$ cat src/rtl/nn_weight_loader.sv
// nn_weight_loader: streams a fixed-length load of weight words from a
// valid/ready host port into a downstream network's shift chain. Each
// accepted word appears on weights_o with a one-cycle shift_o strobe on the
// following cycle. A load ends with a one-cycle done_o pulse after
// NumWeights words, or silently on abort_i.
// Optional feature: define NN_WL_CHECKSUM_EN to add checksum_o, which is the
// running modulo-2^DataWidth sum of the words accepted in the current load.
module nn_weight_loader #(
   parameter int DataWidth  = 32,
   parameter int NumWeights = 24,
   localparam int CountWidth = $clog2(NumWeights + 1)
) (
   input  logic                  clk_i,
   input  logic                  reset_ni,
   input  logic                  start_i,
   input  logic                  abort_i,
   input  logic [DataWidth-1:0]  wdata_i,
   input  logic                  wvalid_i,
   output logic                  wready_o,
   output logic [DataWidth-1:0]  weights_o,
   output logic                  shift_o,
   output logic [CountWidth-1:0] count_o,
   output logic                  busy_o,
   output logic                  done_o
`ifdef NN_WL_CHECKSUM_EN
   ,
   output logic [DataWidth-1:0]  checksum_o
`endif
);

   typedef enum logic [1:0] {
      ST_IDLE = 2'd0,
      ST_LOAD = 2'd1,
      ST_DONE = 2'd2
   } state_t;

   // Count value held just before the final word of a load is accepted.
   localparam logic [CountWidth-1:0] LastCount = CountWidth'(NumWeights - 1);

   state_t                  state_q, state_d;
   logic [CountWidth-1:0]   count_q, count_d;
   logic [DataWidth-1:0]    weights_q, weights_d;
   logic                    shift_q, shift_d;
   logic                    xfer;
   logic                    load_start;

   // A word is taken only in LOAD; an abort in the same cycle discards it.
   assign xfer       = (state_q == ST_LOAD) && wvalid_i && !abort_i;
   assign load_start = (state_q == ST_IDLE) && start_i;

   // Next-state and datapath updates; the strobe defaults low every cycle.
   always_comb begin
      state_d   = state_q;
      count_d   = count_q;
      weights_d = weights_q;
      shift_d   = 1'b0;
      case (state_q)
         ST_IDLE: begin
            if (load_start) begin
               state_d = ST_LOAD;
               count_d = '0;
            end
         end
         ST_LOAD: begin
            if (abort_i) begin
               state_d = ST_IDLE;
            end else if (xfer) begin
               weights_d = wdata_i;
               shift_d   = 1'b1;
               count_d   = count_q + CountWidth'(1);
               if (count_q == LastCount) begin
                  state_d = ST_DONE;
               end
            end
         end
         ST_DONE: begin
            state_d = ST_IDLE;
         end
         default: begin
            state_d = ST_IDLE;
         end
      endcase
   end

   // State and datapath registers with synchronous active-low reset.
   always_ff @(posedge clk_i) begin
      if (!reset_ni) begin
         state_q   <= ST_IDLE;
         count_q   <= '0;
         weights_q <= '0;
         shift_q   <= 1'b0;
      end else begin
         state_q   <= state_d;
         count_q   <= count_d;
         weights_q <= weights_d;
         shift_q   <= shift_d;
      end
   end

   assign wready_o  = (state_q == ST_LOAD);
   assign busy_o    = (state_q == ST_LOAD);
   assign done_o    = (state_q == ST_DONE);
   assign weights_o = weights_q;
   assign shift_o   = shift_q;
   assign count_o   = count_q;

`ifdef NN_WL_CHECKSUM_EN
   logic [DataWidth-1:0] checksum_q, checksum_d;

   // Running sum: cleared when a load starts, accumulated on each accepted word.
   always_comb begin
      checksum_d = checksum_q;
      if (load_start) begin
         checksum_d = '0;
      end else if (xfer) begin
         checksum_d = checksum_q + wdata_i;
      end
   end

   // Checksum register, cleared by reset.
   always_ff @(posedge clk_i) begin
      if (!reset_ni) begin
         checksum_q <= '0;
      end else begin
         checksum_q <= checksum_d;
      end
   end

   assign checksum_o = checksum_q;
`endif

endmodule

$ cat config.mk
export PLATFORM = sky130hd
export DESIGN_NAME = nn_weight_loader
export DESIGN_NICKNAME = d
export VERILOG_FILES = /design/src/rtl/nn_weight_loader.sv
export SDC_FILE = /design/constraint.sdc
export NUM_CORES = 1
export LEC_CHECK = 0
export BUFFER_PORTS_ARGS = -buffer_cell sky130_fd_sc_hd__buf_2
export CORE_AREA = 2 2 61 63
export DETAILED_ROUTE_END_ITERATION = 7
export DIE_AREA = 0 0 63 65
export PLACE_DENSITY = 0.77
export SYNTH_ARGS = -nofsm -noshare
export SYNTH_HDL_FRONTEND = slang
export SYNTH_SLANG_ARGS = --single-unit
$ cat constraint.sdc
create_clock -name clk_i -period 1.85 [get_ports clk_i]
set_input_delay 0 -clock clk_i [delete_from_list [all_inputs] [get_ports clk_i]]
set_output_delay 0 -clock clk_i [all_outputs]
set_load 0.01 [all_outputs]
Word level (Yosys, flattened, before mapping)
Cells that the tools add are included.
Widths: inputs -> output; s select.
{"block": "classes", "div_mod_pow": 0, "reduce_logical": 10, "n_bitwise": 3, "multipliers": 0, "n_shift": 0, "n_addsub": 1, "order_cmp": 0, "n_eq_ne": 8, "n_mux": 10}
{"op": "$mux 5", "n": 3}
{"op": "$pmux 5 s2", "n": 1}
{"op": "$mux 2", "n": 4}
{"op": "$ne 3x2->1 const B", "n": 2}
{"op": "$reduce_and 3->1", "n": 2}
{"op": "$add 5x1->5 const B", "n": 1}
{"op": "$eq 5x5->1 const B", "n": 1}
{"op": "$ne 2x2->1 const B", "n": 2}
{"op": "$pmux 2 s2", "n": 1}
{"op": "$reduce_and 4->1", "n": 1}
{"op": "$logic_and 1x1->1", "n": 3}
{"op": "$not 1->1", "n": 3}
{"op": "$reduce_or 3->1", "n": 1}
{"op": "$eq 2x1->1 const B", "n": 1}
{"op": "$eq 2x2->1 const B", "n": 1}
{"op": "$logic_not 2->1", "n": 1}
{"op": "$ne 2x1->1 const B", "n": 1}
{"op": "$reduce_bool 2->1", "n": 1}
{"op": "$logic_not 1->1", "n": 1}
{"op": "$mux 1", "n": 1}
{"block": "word_totals", "regBits": 40, "in_bits": 37, "word_cells": 36, "n_memories": 0, "rom_bits": 0, "ram_bits": 0, "latch_bits": 0, "out_inout_bits": 41}

Longest topological paths before layout
Gate-level depths: netlist (run 1).
{"block": "depth", "ltp_word": 6, "mapped_depth": 5, "depth_no_buf": 4}

Least setup slack after synthesis (run 1)
Ideal clock, no wire load.
{"block": "synth_timing", "path_type": "reg2reg", "start": "register count_q[0] (netlist: count_o[0])", "end": "register state_q[0]", "required_time_ns": 1.716, "path_stages_with_launch": 5, "path_buffers": 0, "arrival_ns": 1.147, "path_slack_ns": 0.569, "setup_ns": 0.134, "period_less_slack_ns": 1.281, "path_cell_list": "dfxtp_1 ha_1 nand2_1 o311ai_0 a211oi_1"}
{"block": "synth_between", "elab_chain_cells": 3}
{"item": "start, declared", "line_no": "41", "source": "logic [CountWidth-1:0] count_q, count_d;"}
{"item": "start signal, assigned", "line_no": "94", "source": "count_q <= count_d;"}
{"item": "$eq 5x5->1", "line_no": "71", "source": "if (count_q == LastCount) begin"}
{"item": "$ne 3x2->1 (no line)"}
{"item": "$reduce_and 3->1 (no line)"}
{"item": "end signal, assigned", "line_no": "93", "source": "state_q <= state_d;"}
{"item": "end, declared", "line_no": "40", "source": "state_t state_q, state_d;"}
No other way between the ends.
A chain may end at the register's enable or synchronous reset.

Final worst setup path (run 1)
{"block": "layout_timing", "start": "register state_q[0]", "end": "register state_q[1]"}
{"block": "layout_between", "elab_chain_cells": 5, "elab_cells_between_ends": 10, "classes_between": "eq/ne: 4; mux: 1; reduce/logical: 5"}
{"item": "$eq 2x1->1", "line_no": "48, 57"}
{"item": "$logic_and 1x1->1 (2 in series)", "line_no": "48", "source": "assign xfer = (state_q == ST_LOAD) && wvalid_i && !abort_i;"}
{"item": "$ne 3x2->1 (no line)"}
{"item": "$reduce_and 3->1 (no line)"}
Several ways; a longest one is shown, not always the timed one.

==> results.cfg, run 1 <==
[outcome]
outcome = finished clean

[cells_and_area]
drive_gt1_share_pct = 31.1
utilization_pct = 67.7
antenna_cells = 0
fillerInstances = 287
areaGrowthSynthToFinish_pct = 60.7
nets = 333

[sta]
finalSetupViolations = 0
fmax_mhz = 618
tns_ps = 0
hold_violations = 0
fin_skew_ps = 4.47
worst_pin_slew_ps = 318
drv_slew = 0
fin_crit_sh_pct = 87.5
relSlewSlack_pct = 78.6
timing.final.crit_period_ps = 1620
grt_setup_unrepaired = no

[worst_setup_path]
critPathKind = reg2reg
r2r_setup_slack_ps = 230
r2r-start = state_q[0]$_SDFFE_PN0P_
path_depth = 4
critPathCaptureType = flip-flop
cp_slowest_cell = dlygate4sd3_1
required_ps = 2110
cp_top_family = simple AND/OR/NAND/NOR gates
critPathMaxFanout = 6
worst_ep_arrival_time_ps = 1880
worstPathCellList = nor2b_2, nand3_1, dlygate4sd3_1, nor4_1
rr_worst_depth = 4
start_kind = flip-flop
r2r-end = state_q[1]$_SDFFE_PN0P_
slowest_delay_ps = 560
path_buf_inv = 1

[worst_hold_path]
min_path_type = in2reg
min_to = weights_o[28]$_SDFFE_PN0P_
hold-path-cell-count = 4
hp-start = wdata_i[28]

[synthesis]
synth_compound_area_share_pct = 17.0
synth_top_area_share_pct = 54.4
syn-num-nets = 219
synthMuxAreaShare_pct = 0
yosysTopAreaCell = dfxtp_1
avgSynthCellArea_um2 = 8.14
synth_top_family_by_area = simple AND/OR/NAND/NOR gates
ys_types = 21
synth_adder_area_share_pct = 0.850
ys_seq_elements = 40
ys_seq_area_share_pct = 54.4
syn_inst = 181
yosys_warnings = 0
synth_xor_area_share_pct = 0
syn_area_um2 = 1470
synth-simple-area-share_pct = 22.9
synthTopCellsByArea = dfxtp_1 (54%), nand2_1 (18%), a21oi_1 (12%), buf_2 (2.4%), a311oi_1 (1.8%)

[placed_design]
dp_hpwl_um = 2330
gp_congestion = 0.838
port_buffers = 77

[cts]
cts_sinks = 40
cts_buffer_depth = 2
path_clk_slew_ps = 110
root_buffer = clkbuf_4
postCtsSetupBuffers = 0
htree_levels = 2
clock_latency_ps = 340
cts_made_buffers = 5
cts_tree = yes

[global_routing]
grt_pass1_wl_um = 6600
antenna_found_initial = 0
grt_pass1_vias = 1487
gr-total-overflow = 0
grt_max_degree = 23
grtUsageTotal_pct = 20.8

[die]
die_x_um = 63
num_rows = 22
ioPinCount = 78
dieArea_um2 = 4100
start_util_pct = 42.1
core_um2 = 3500
die_y_um = 65

[pwr]
max-vdd-ir-drop_mv = 0.397
p_leak_uw = 0.00105
p_total_uw = 1720
pwr_density_cell_nw_per_um2 = 728

[detailed_routing]
wl_per_cell_um = 11.8
dr.pass1.iters = 4
vias_per_cell = 4.69
drtIter0Drc = 131
routed-via-count = 1615
drt_wl_total_um = 4050
post-route-drc-count = 0
antenna_left = 0

[flow_run]
cap_violations = 0
metal layers:
layer	part of all wire [%]	vias up	GRT usage, %
li1	-	831	-
met3	5.3	8	6.60
met5	0	-	0
met4	1.7	0	9.17
met2	53	56	38.6
met1	40	720	21.4
cells by family after synthesis:
| logic type | count (synthesis) |
|---|---|
| simple gates | 81 |
| compound gates | 44 |
| flops | 40 |
| buf+inv | 15 |
| fa+ha+maj | 1 |
placed cells by master, fill, tap and decap left out, types with 2 or more instances in the layout:
master          n
a211oi_1        2
a21oi_1        34
a311oi_1        3
a41oi_1         2
buf_2          77
buf_4           6
clkbuf_4        5
clkbuf_8        2
dfxtp_1        40
dlygate4sd3_1  37
inv_1           2
nand2_1        69
nand2b_1        2
nand3_1         3
nor2_1          2
registers in the layout, indices dropped and copies added, names as in the netlist:
| signal | cells |
|---|---|
| count_o | 5 |
| shift_o | 1 |
| weights_o | 32 |
| state_q | 2 |
stage by stage:
step                      instance area [µm²]  hold slack [ps]  std cells  setup slack, ps
final                                    2370              421        344              232
after global routing                     2370              410        344              123
after CTS                                2360              407        344              117
after detailed placement                 1900              245        299              539
after global placement                   1900              241        299              514
after floorplan                          1470              136        181              569
tightest hold or removal path: cells and delay by family:
| family | cells | cell delay, ps |
|---|---|---|
| compound gates | 1 | 50 |
| buf+inv | 2 | 630 |
| simple gates | 1 | 40 |
timing repair:
| action | CTS | global route |
|---|---|---|
| gates resized for setup | 0 | 1 |
| setup endpoints to repair | 0 | 1 |
| hold buffers | 37 | 0 |
| endpoints found under the hold margin | 34 | 0 |
cells in the mapped netlist:
cell and n:
nor2b_1 2, nand2_1 69, a311oi_1 3, buf_4 2, nand2b_1 2, a211oi_1 2
dfxtp_1 40, a21oi_1 34, a41oi_1 2, nor2_1 2, nand3_1 3, o211ai_1 1
clkbuf_1 4, inv_1 2, nor4_1 1, o21ai_1 1, o311ai_0 1, buf_2 7
and4bb_1 1, ha_1 1, nand4bb_1 1
worst max path at each step:
| stage | startpoint | to | slack [ps] |
|---|---|---|---|
| floorplan | count_o[0]$_SDFFE_PN0P_ | state_q[0]$_SDFFE_PN0P_ | 570 |
| global route | state_q[0]$_SDFFE_PN0P_ | state_q[1]$_SDFFE_PN0P_ | 120 |
| finish | state_q[0]$_SDFFE_PN0P_ | state_q[1]$_SDFFE_PN0P_ | 230 |
| global placement | count_o[0]$_SDFFE_PN0P_ | state_q[0]$_SDFFE_PN0P_ | 510 |
| detailed placement | state_q[1]$_SDFFE_PN0P_ | weights_o[23]$_SDFFE_PN0P_ | 540 |
| CTS | state_q[0]$_SDFFE_PN0P_ | state_q[1]$_SDFFE_PN0P_ | 120 |
area by class of cell:
| type | instances | area (µm²) | share of cell area [%] |
|---|---|---|---|
| repair buffers | 120 | 801 | 33.8 |
| multi-input cells | 126 | 602 | 25.4 |
| well taps | 48 | 60.1 | 2.54 |
| inverters | 2 | 7.51 | 0.317 |
| clock inverters | 1 | 30.0 | 1.27 |
| clock buffers | 7 | 65.1 | 2.75 |
| flip-flops and latches | 40 | 801 | 33.8 |
power breakdown:
part / internal [µW] / switching, µW
logic: 113 / 86.6
clock network: 359 / 276
registers: 879 / 10.2
Power figures use the tool's default switching activity.
==> run 2, diff against run 1 <==
==> constraint.sdc (replaced) <==
create_clock -name clk_i -period 1.85 [get_ports clk_i]
set_input_delay 0.37 -clock clk_i [delete_from_list [all_inputs] [get_ports clk_i]]
set_output_delay 0.37 -clock clk_i [all_outputs]
set_load 0.01 [all_outputs]
==> results.cfg, run 2 (synthesized netlist as in run 1, its figures left out) <==
[sta]
hold_violations = 0
worst_pin_slew_ps = 374
finalSetupViolations = 0
holdWs_ps = 247
timing.final.crit_period_ps = 1690
tns_ps = 0
drv_slew = 0
grt_setup_unrepaired = no
relSlewSlack_pct = 74.7
fin_skew_ps = 4.23
fin_crit_sh_pct = 91.3
layout_setup_ws_ps = 161
fmax_mhz = 592

[worst_setup_path]
path_buf_inv = 1
r2r_setup_slack_ps = 380
start_kind = flip-flop
worst_ep_arrival_time_ps = 1320
r2r-start = count_o[0]$_SDFFE_PN0P_
worstPathCellList = nor2b_1, buf_2
slowest_delay_ps = 410
critPathCaptureType = output port
required_ps = 1480
critPathMaxFanout = 6
critPathKind = reg2out
cp_top_family = flip-flops
cp_slowest_cell = dfxtp_1
rr_worst_depth = 4
r2r-end = state_q[0]$_SDFFE_PN0P_

[cells_and_area]
layout_commonest_cell = buf_2
drive_gt1_share_pct = 35.1
antenna_cells = 0
nets = 296
areaGrowthSynthToFinish_pct = 35.3
final_cell_mix = buf_2 (77), nand2_1 (69), dfxtp_1 (40)
largest_reg_flops = 32

[worst_hold_path]
min_to = weights_o[29]$_SDFFE_PN0P_
hold-path-cell-count = 3
hp-start = wdata_i[29]
min_path_type = in2reg

[pwr]
max-vdd-ir-drop_mv = 0.452
pwr_density_cell_nw_per_um2 = 832
p_leak_uw = 0.000902

[flow_run]
cap_violations = 0

[detailed_routing]
dr.pass1.iters = 4
drtIter0Drc = 110
routed-via-count = 1450
vias_per_cell = 4.72
drt_wl_total_um = 3420
wl_per_cell_um = 11.1
antenna_left = 0
post-route-drc-count = 0

[outcome]
outcome = finished clean

[placed_design]
gp_congestion = 0.733
pre_cts_ws_ps = 354
port_buffers = 77
dp_hpwl_um = 2430

[die]
ioPinCount = 78
num_rows = 22
dieArea_um2 = 4100
start_util_pct = 42.1
core_um2 = 3500
die_y_um = 65
die_x_um = 63

[cts]
cts_resized = 0
postCtsSetupBuffers = 0
cts_buffer_depth = 2
htree_levels = 2
cts_made_buffers = 5
path_clk_slew_ps = 120
root_buffer = clkbuf_4
cts_tree = yes
clock_latency_ps = 340
cts_sinks = 40
holdBufCountCts = 0

[global_routing]
grt_max_degree = 22
grt_pass1_vias = 1323
gr-total-overflow = 0
antenna_found_initial = 0
grtUsageTotal_pct = 17.8
grt_pass1_wl_um = 5720
run 2: changes by cell type in the layout (fill, tap and decap cells not counted), sizes merged:
cell,before,now
dlygate4sd3,37,0
run 2: where the power goes:
part / leakage (µW) / total [µW] / switching [µW] / internal, µW
Sequential: 0.000324 / 889 / 10.1 / 879
Combinational: 0.000527 / 135 / 72.8 / 61.9
Clock: 0.0000515 / 634 / 275 / 359
Total: 0.000902 / 1660 / 358 / 1300
run 2: per-stage QoR:
step,instance area (µm²),utilization [%],std cells,power (µW)
CTS,1990,57.0,307,1680
global route,1990,57.0,307,1740
floorplan,1470,-,181,975
global placement,1900,54.3,299,1040
detailed placement,1900,54.3,299,1050
finish,1990,57.0,307,1660
run 2: layer usage:
layer	GRT usage, %	routed length (µm)
met5	0	0
met2	31.3	1690
met4	6.67	48
met1	19.7	1440
met3	6.42	246
run 2: cell type report:
cell class / instances / area [µm²]
fillers: 374 / 1500
flip-flops and latches: 40 / 801
multi-input cells: 126 / 599
repair buffers: 83 / 430
clock buffers: 7 / 65.1
well taps: 48 / 60.1
clock inverters: 1 / 30.0
inverters: 2 / 7.51
run 2: how the worst max path moves through the flow:
stage                                  from  slack (ps)  cells past startpoint                          to
finish              state_q[0]$_SDFFE_PN0P_         160                      2                      busy_o
CTS                 state_q[0]$_SDFFE_PN0P_         130                      2                      busy_o
floorplan           state_q[0]$_SDFFE_PN0P_         550                      2                    wready_o
global route        state_q[0]$_SDFFE_PN0P_          60                      2                      busy_o
global placement                    abort_i         460                      5   weights_o[8]$_SDFFE_PN0P_
detailed placement                  abort_i         350                      5  weights_o[15]$_SDFFE_PN0P_
run 2: worst register-to-register path, stage by stage (launching register included):
cell	delay, ps
dfxtp_1	450
ha_1	280
nand2_1	90
o311ai_0	390
a211oi_1	140
==> run 3, diff against run 2 <==
RECOVER_POWER = 50   (was default)
clock period = 1.9 ns   (was 1.85 ns; I/O delays follow)
==> results.cfg, run 3 (synthesized netlist as in run 1, its figures left out) <==
[sta]
grt_setup_unrepaired = no
fin_crit_sh_pct = 89.7
timing.final.crit_period_ps = 1700
hold_violations = 0
finalSetupViolations = 0
fmax_mhz = 587
tns_ps = 0
worst_pin_slew_ps = 369
fin_skew_ps = 5.11
drv_slew = 0
relSlewSlack_pct = 75.1

[cells_and_area]
final_cell_mix = nand2_1 (69), buf_2 (42), dfxtp_1 (40)
nets = 296
utilization_pct = 55.8
antenna_cells = 0
layout_commonest_cell = nand2_1
largest_reg_flops = 32
areaGrowthSynthToFinish_pct = 32.4
drive_gt1_share_pct = 21.6

[outcome]
outcome = finished clean

[detailed_routing]
drtIter0Drc = 129
wl_per_cell_um = 11.3
post-route-drc-count = 0
dr.pass1.iters = 4
drt_wl_total_um = 3470
vias_per_cell = 4.75
routed-via-count = 1457
antenna_left = 0

[global_routing]
grt_pass1_vias = 1323
grt_max_degree = 22
grtUsageTotal_pct = 17.8
grt_pass1_wl_um = 5720
gr-total-overflow = 0
antenna_found_initial = 0

[pwr]
p_total_uw = 1610
clockPowerShare_pct = 38.4
p_leak_uw = 0.000750
max-vdd-ir-drop_mv = 0.436
p_seq_share_pct = 53.7
p_comb_share_pct = 7.9
pwr_density_cell_nw_per_um2 = 827
switching_power_uw = 350
p_int_uw = 1260
switching_share_pct = 21.7

[worst_setup_path]
r2r-end = state_q[0]$_SDFFE_PN0P_
r2r_setup_slack_ps = 430
worst_ep_arrival_time_ps = 1320
r2r-start = count_o[0]$_SDFFE_PN0P_
critPathMaxFanout = 6
required_ps = 1520
critPathCaptureType = output port
rr_worst_depth = 4
start_kind = flip-flop
critPathKind = reg2out

[cts]
cts_resized = 0
holdBufCountCts = 0
cts_tree = yes
root_buffer = clkbuf_4
cts_sinks = 40
clock_latency_ps = 340
cts_made_buffers = 5
htree_levels = 2
postCtsSetupBuffers = 0
cts_buffer_depth = 2
path_clk_slew_ps = 120

[worst_hold_path]
min_path_type = in2reg
hp-start = wdata_i[30]
min_to = weights_o[30]$_SDFFE_PN0P_
hold-path-cell-count = 3

[placed_design]
dp_hpwl_um = 2430
gp_congestion = 0.733
port_buffers = 77

[die]
core_um2 = 3500
ioPinCount = 78
die_y_um = 65
num_rows = 22
die_x_um = 63
start_util_pct = 42.1
dieArea_um2 = 4100

[flow_run]
cap_violations = 0
[run 3: cell count changes in the layout (fill, tap and decap cells not counted)]
| cell | before | now |
|---|---|---|
| buf_2 | 77 | 42 |
| clkbuf_1 | 0 | 35 |
[run 3: area by class of cell]
class                           count  area (µm²)
Clock buffer                        7        65.1
Tap cell                           48        60.1
Inverter                            2        7.51
Fill cell                         392        1550
Multi-Input combinational cell    126         599
Sequential cell                    40         801
Clock inverter                      1        30.0
Timing Repair Buffer               83         387
[run 3: worst max path at each step]
stage	startpoint	endpoint	slack (ps)	depth (start not counted)
after floorplan	state_q[0]$_SDFFE_PN0P_	wready_o	590	2
after global placement	abort_i	weights_o[8]$_SDFFE_PN0P_	500	5
after detailed placement	abort_i	weights_o[15]$_SDFFE_PN0P_	390	5
after CTS	state_q[0]$_SDFFE_PN0P_	busy_o	170	2
after global routing	state_q[0]$_SDFFE_PN0P_	busy_o	100	2
final	state_q[0]$_SDFFE_PN0P_	busy_o	200	2
[run 3: power by group through the flow]
| stage | Clock, µW | Sequential (µW) | Combinational (µW) |
|---|---|---|---|
| floorplan | 0 | 892 | 57.3 |
| global placement | 0 | 885 | 131 |
| detailed placement | 0 | 885 | 133 |
| CTS | 635 | 866 | 134 |
| global route | 674 | 870 | 142 |
| finish | 619 | 866 | 127 |
[run 3: worst max-delay path: stages (launching register included)]
cell and delay [ps]:
dfxtp_1 410, nor2b_1 370, buf_2 210
[run 3: metal layers]
layer	GRT usage (%)	share of wire (%)	vias up
met5	0	0	-
met4	6.67	1.4	0
li1	-	-	755
met1	19.7	44	643
met3	6.42	6.8	5
met2	31.3	48	54
[run 3: per-stage QoR]
step                      hold slack, ps  setup slack [ps]  cell area, µm²  cells
after floorplan                      481               588            1470    181
after global placement               439               496            1900    299
after detailed placement             443               394            1900    299
after CTS                            241               170            1990    307
after global routing                 233               100            1950    307
final                                257               195            1950    307
